--- config.mk ---
export PLATFORM = sky130hd
export DESIGN_NAME = pipe_stage_buf
export DESIGN_NICKNAME = d
export VERILOG_FILES = /design/src/rtl/pipe_pkg.sv /design/src/rtl/pipe_entry_reg.sv /design/src/rtl/pipe_stage_buf.sv
export SDC_FILE = /design/constraint.sdc
export NUM_CORES = 1
export LEC_CHECK = 0
export ABC_AREA = 1
export CAP_MARGIN = 20
export CORE_UTILIZATION = 40
export CTS_CLUSTER_SIZE = 20
export DETAILED_ROUTE_END_ITERATION = 10
export GPL_ROUTABILITY_DRIVEN = 0
export PLACE_DENSITY = 0.76
export SLEW_MARGIN = 30
export SYNTH_ARGS = -nofsm -noshare
export SYNTH_HDL_FRONTEND = slang
export SYNTH_SLANG_ARGS = --single-unit
--- constraint.sdc ---
create_clock -name clk -period 1.37 [get_ports clk]
set_input_delay 0.274 -clock clk [delete_from_list [all_inputs] [get_ports clk]]
set_output_delay 0.274 -clock clk [all_outputs]
set_load 0.02 [all_outputs]
--- src/rtl/pipe_pkg.sv ---
// Shared pipeline-boundary constants: MEM/WB control/payload layout and
// occupancy encodings for the flow-controlled stage buffer.
package pipe_pkg;

  localparam int unsigned WB_CTRL_W     = 2;
  localparam int unsigned CTRL_REGWRITE = 1;
  localparam int unsigned CTRL_MEMTOREG = 0;

  localparam int unsigned MEM_WB_DATA_W = 69;

  localparam int unsigned READ_DATA_HI  = 68;
  localparam int unsigned READ_DATA_LO  = 37;
  localparam int unsigned ALU_RESULT_HI = 36;
  localparam int unsigned ALU_RESULT_LO = 5;
  localparam int unsigned WRITE_REG_HI  = 4;
  localparam int unsigned WRITE_REG_LO  = 0;

  typedef enum logic [1:0] {
    OCC_EMPTY = 2'd0,
    OCC_ONE   = 2'd1,
    OCC_FULL  = 2'd2
  } occ_e;

endpackage

--- src/rtl/pipe_entry_reg.sv ---
// Single valid+ctrl+data holding register with load and clear.
// Clear drops valid and control but keeps the payload.
module pipe_entry_reg #(
  parameter int unsigned CTRL_W = 2,
  parameter int unsigned DATA_W = 69
) (
  input  logic              clk,
  input  logic              rst_n,
  input  logic              load,
  input  logic              clear,
  input  logic [CTRL_W-1:0] ld_ctrl,
  input  logic [DATA_W-1:0] ld_data,
  output logic              valid,
  output logic [CTRL_W-1:0] ctrl,
  output logic [DATA_W-1:0] data
);

  always_ff @(posedge clk) begin
    if (!rst_n) begin
      valid <= 1'b0;
      ctrl  <= '0;
      data  <= '0;
    end else if (clear) begin
      valid <= 1'b0;
      ctrl  <= '0;
    end else if (load) begin
      valid <= 1'b1;
      ctrl  <= ld_ctrl;
      data  <= ld_data;
    end
  end

endmodule

--- src/rtl/pipe_stage_buf.sv ---
// Flow-controlled pipeline stage register with flush-to-bubble and an
// optional two-entry skid buffer giving a registered upstream ready.
module pipe_stage_buf
  import pipe_pkg::*;
#(
  parameter int unsigned CTRL_W = WB_CTRL_W,
  parameter int unsigned DATA_W = MEM_WB_DATA_W,
  parameter int unsigned SKID   = 1
) (
  input  logic              clk,
  input  logic              rst_n,
  input  logic              flush,
  input  logic              in_valid,
  output logic              in_ready,
  input  logic [CTRL_W-1:0] in_ctrl,
  input  logic [DATA_W-1:0] in_data,
  output logic              out_valid,
  input  logic              out_ready,
  output logic [CTRL_W-1:0] out_ctrl,
  output logic [DATA_W-1:0] out_data,
  output logic [1:0]        occupancy
);

  logic              accept;
  logic              consume;
  logic              main_valid;
  logic [CTRL_W-1:0] main_ctrl;
  logic [DATA_W-1:0] main_data;

  assign accept    = in_valid && in_ready;
  assign consume   = out_valid && out_ready;
  assign out_valid = main_valid;
  assign out_ctrl  = main_valid ? main_ctrl : '0;
  assign out_data  = main_data;

  if (SKID != 0) begin : g_skid
    occ_e              occ;
    occ_e              occ_next;
    logic              ready_q;
    logic              main_load;
    logic              main_clear;
    logic              main_from_skid;
    logic              skid_load;
    logic              skid_clear;
    logic              skid_valid;
    logic [CTRL_W-1:0] skid_ctrl;
    logic [DATA_W-1:0] skid_data;
    logic [CTRL_W-1:0] main_ld_ctrl;
    logic [DATA_W-1:0] main_ld_data;

    always_ff @(posedge clk) begin
      if (!rst_n) begin
        occ     <= OCC_EMPTY;
        ready_q <= 1'b1;
      end else begin
        occ     <= occ_next;
        ready_q <= (occ_next != OCC_FULL);
      end
    end

    always_comb begin
      occ_next       = occ;
      main_load      = 1'b0;
      main_clear     = 1'b0;
      main_from_skid = 1'b0;
      skid_load      = 1'b0;
      skid_clear     = 1'b0;
      if (flush) begin
        occ_next   = OCC_EMPTY;
        main_clear = 1'b1;
        skid_clear = 1'b1;
      end else begin
        unique case (occ)
          OCC_EMPTY: begin
            if (accept) begin
              occ_next  = OCC_ONE;
              main_load = 1'b1;
            end
          end
          OCC_ONE: begin
            if (accept && !consume) begin
              occ_next  = OCC_FULL;
              skid_load = 1'b1;
            end else if (accept && consume) begin
              main_load = 1'b1;
            end else if (consume) begin
              occ_next   = OCC_EMPTY;
              main_clear = 1'b1;
            end
          end
          OCC_FULL: begin
            if (consume && skid_valid) begin
              occ_next       = OCC_ONE;
              main_load      = 1'b1;
              main_from_skid = 1'b1;
              skid_clear     = 1'b1;
            end
          end
          default: occ_next = OCC_EMPTY;
        endcase
      end
    end

    assign main_ld_ctrl = main_from_skid ? skid_ctrl : in_ctrl;
    assign main_ld_data = main_from_skid ? skid_data : in_data;
    assign in_ready     = ready_q;
    assign occupancy    = occ;

    pipe_entry_reg #(.CTRL_W(CTRL_W), .DATA_W(DATA_W)) u_main (
      .clk     (clk),
      .rst_n   (rst_n),
      .load    (main_load),
      .clear   (main_clear),
      .ld_ctrl (main_ld_ctrl),
      .ld_data (main_ld_data),
      .valid   (main_valid),
      .ctrl    (main_ctrl),
      .data    (main_data)
    );

    pipe_entry_reg #(.CTRL_W(CTRL_W), .DATA_W(DATA_W)) u_skid (
      .clk     (clk),
      .rst_n   (rst_n),
      .load    (skid_load),
      .clear   (skid_clear),
      .ld_ctrl (in_ctrl),
      .ld_data (in_data),
      .valid   (skid_valid),
      .ctrl    (skid_ctrl),
      .data    (skid_data)
    );
  end else begin : g_single
    logic main_load;
    logic main_clear;

    assign in_ready   = !main_valid || out_ready;
    // Flush wins; a consume with a same-cycle accept is a reload, not a clear.
    assign main_load  = accept && !flush;
    assign main_clear = flush || (consume && !accept);
    assign occupancy  = {1'b0, main_valid};

    pipe_entry_reg #(.CTRL_W(CTRL_W), .DATA_W(DATA_W)) u_main (
      .clk     (clk),
      .rst_n   (rst_n),
      .load    (main_load),
      .clear   (main_clear),
      .ld_ctrl (in_ctrl),
      .ld_data (in_data),
      .valid   (main_valid),
      .ctrl    (main_ctrl),
      .data    (main_data)
    );
  end

endmodule
==> flow_metrics.py <==
metrics = {
    "placement": {
        "place_area_um2": 8570,
        "port_buffers": 150,
        "post-place-ws_ns": -0.483,
        "hpwl_mm": 10.8,
    },
    "route": {
        "avgRoutedWirePerCell_um": 17.0,
        "drc": 0,
        "ant_nets": 0,
        "vias": 7700,
        "drt_iter0_drc": 719,
        "wirelength_mm": 24.9,
        "drtPass1Iterations": 5,
        "via_per_inst": 5.25,
    },
    "synth": {
        "synthCells": 1047,
        "ys_ff_latch": 147,
        "yosys_warnings": 0,
        "syn_avg_cell_area_um2": 6.49,
        "synth_top_area_share_pct": 43.3,
        "syn_area_um2": 6790,
        "synth_cell_types": 22,
        "synth_nets": 1123,
        "synth_largest_area_cell": "dfxtp_1",
        "synth-seq-area-share_pct": 43.3,
        "ys_top_cells_by_area": "dfxtp_1, nand2_1, nor2_1",
    },
    "timing": {
        "worstMarginPinSlew_ns": 0.525,
        "clock_skew_ns": 0.0105,
        "hold_viol_final": 0,
        "post-route-period-util_pct": 112,
        "slew_viol_final": 0,
        "finalCriticalPeriod_ns": 1.54,
        "fmax_ghz": 0.649,
        "slew_headroom_pct": 65.0,
        "rsz0062_at_grt": "true",
        "setup_slack_ns": -0.170,
        "setup_violations": 142,
    },
    "critical_path": {
        "cp_data_required_time_ns": 1.72,
        "crit_start": "g_skid.u_main.valid",
        "arrival_ns": 1.89,
        "r2r_start": "g_skid.u_main.valid",
        "reg2reg_slack_ns": -0.17,
        "cp-start-kind": "flip-flop",
        "crit_path_end": "g_skid.u_main.data[11]",
        "critPathKind": "reg -> reg",
        "r2r-end": "g_skid.u_main.data[11]",
        "rr_worst_depth": 10,
        "path_max_fanout": 20,
        "cp-end-kind": "flip-flop",
    },
    "status": {
        "violations": "setup timing",
        "outcome": "finished with violations",
    },
    "cts": {
        "cts_buffers": 17,
        "cts_tree": "built",
        "clockRootBuffer": "clkbuf_16",
        "htreeDepth": 4,
        "clock_path_buffers": 2,
        "cts.sinks": 147,
        "clk_latency_ns": 0.43,
        "ctsHoldBuffers": 0,
        "clk_pin_slew_worst_paths_ns": 0.06,
    },
    "global_route": {
        "grt_pass1_vias": 7125,
        "antenna_found_initial": 0,
        "grt_max_degree": 94,
        "track_usage_pct": 26.5,
        "grt_pass1_wl_mm": 36.7,
        "overflow": 0,
    },
    "finish": {
        "antenna_cells": 0,
        "fin_area_um2": 11100,
        "nNetsFinal": 1309,
        "area_growth_pct": 62.9,
        "drive_above_1_share_pct": 27.2,
        "fillers": 1291,
    },
    "floorplanning": {
        "die_area_um2": 17500,
        "die_x_um": 132,
        "pin_count": 151,
        "fp.dieH_um": 132,
        "start_util_pct": 40.9,
        "core.rowCount": 47,
        "coreArea_um2": 16600,
    },
    "power_and_ir_drop": {
        "vdd_drop_max_mv": 0.889,
        "leakagePower_nw": 5.13,
        "total_power_mw": 11.3,
        "cellPowerDensity_nw_per_um2": 1020,
    },
    "hold_path": {
        "hold_path.class": "in -> reg",
    },
    "run": {
        "maxCapViolations": 0,
    },
}
cell usage after synthesis (all sizes together):
library cell  count
nand2           297
nor2            291
dfxtp           147
inv              85
nand4            71
o21ai            71
buf              50
clkbuf           25
nand3             6
a21oi             2
a211oi            1
o21a              1
layer usage:
layer / vias to the layer above / GRT usage, % / share of wire, %
met5: - / 0 / 0
li1: 3637 / - / -
met1: 3582 / 32.0 / 39
met4: 0 / 11.2 / 3.8
met3: 97 / 6.23 / 8.5
met2: 384 / 45.1 / 49
report_power, final:
group / leakage, nW / total (mW) / switching [mW] / internal [mW]
Sequential: 1.20 / 4.60 / 0.122 / 4.48
Combinational: 3.64 / 1.82 / 1.02 / 0.804
Clock: 0.296 / 4.89 / 1.84 / 3.06
Total: 5.13 / 11.3 / 2.98 / 8.34
cell type report:
cell class / instances / area [um^2] / area share, %
Inverter: 85 / 337 / 3.04
Multi-Input combinational cell: 740 / 3850 / 34.8
Timing Repair Buffer: 242 / 3040 / 27.4
Sequential cell: 147 / 2950 / 26.7
Clock buffer: 24 / 492 / 4.45
Tap cell: 220 / 275 / 2.49
Clock inverter: 8 / 124 / 1.12
stage by stage:
stage               hold WS (ns)  util (%)  TNS [ns]  cells
CTS                        0.142      64.4    -12.49   1461
global route               0.167      66.7    -23.49   1466
global placement           0.449      51.7    -60.79   1373
detailed placement         0.462      51.7    -64.34   1373
finish                     0.164      66.7    -12.10   1466
floorplan                  0.400         -         0   1047
worst max-delay path, cell delays in order (launching register included):
cell and delay (ns):
dfxtp_4 0.36, nand2_4 0.06, nor2_1 0.13, nand2_1 0.10, nand3_4 0.12, nand2_8 0.08, buf_6 0.16, buf_16 0.16
nand2_1 0.07, nand2_1 0.05, nor2_1 0.17
how the worst min path moves through the flow:
stage	start	endpoint	slack, ns	cells past startpoint
2_1_floorplan	rst_n	occupancy[0]	0.40	2
3_5_place_dp	g_skid.u_skid.valid	g_skid.u_skid.valid	0.46	1
3_3_place_gp	g_skid.u_skid.valid	g_skid.u_skid.valid	0.45	1
6_report	rst_n	occupancy[0]	0.16	3
4_1_cts	rst_n	occupancy[0]	0.14	3
5_1_grt	rst_n	occupancy[0]	0.17	3
cell families (layout without fill, tap and decap cells):
family | after synthesis | after routing | share of synthesized area (%)
buffers and inverters | 160 | 359 | 11.2
AO/OA/AOI/OAI | 75 | 75 | 5.60
flip-flops | 147 | 147 | 43.3
AND/OR/NAND/NOR | 665 | 665 | 39.8
sequential cells by signal (all words and copies together) (netlist names):
signal               cells
g_skid.u_main.data      69
g_skid.u_skid.data      69
g_skid.u_main.ctrl       2
g_skid.u_skid.ctrl       2
occupancy                2
g_skid.u_main.valid      1
g_skid.u_skid.valid      1
in_ready                 1
layout by cell type, fill, tap and decap left out, drive strengths merged:
cell / n
clkdlybuf4s50: 73
o21a: 1
o21ai: 71
dlymetal6s2s: 1
clkdlybuf4s15: 38
nand4: 71
buf: 90
clkbuf: 64
a21oi: 2
nand3: 6
a211oi: 1
dfxtp: 147
clkinv: 3
bufinv: 3
clkinvlp: 2
nor2: 291
nand2: 297
inv: 85
timing repair:
item,in CTS,in global routing
setup endpoints to repair,218,198
setup buffers,29,3
endpoints found under the hold margin,0,0
resized for setup,358,181
cloned,27,9
pin swaps,99,45
No activity file was read; power rests on OpenSTA's default activity.
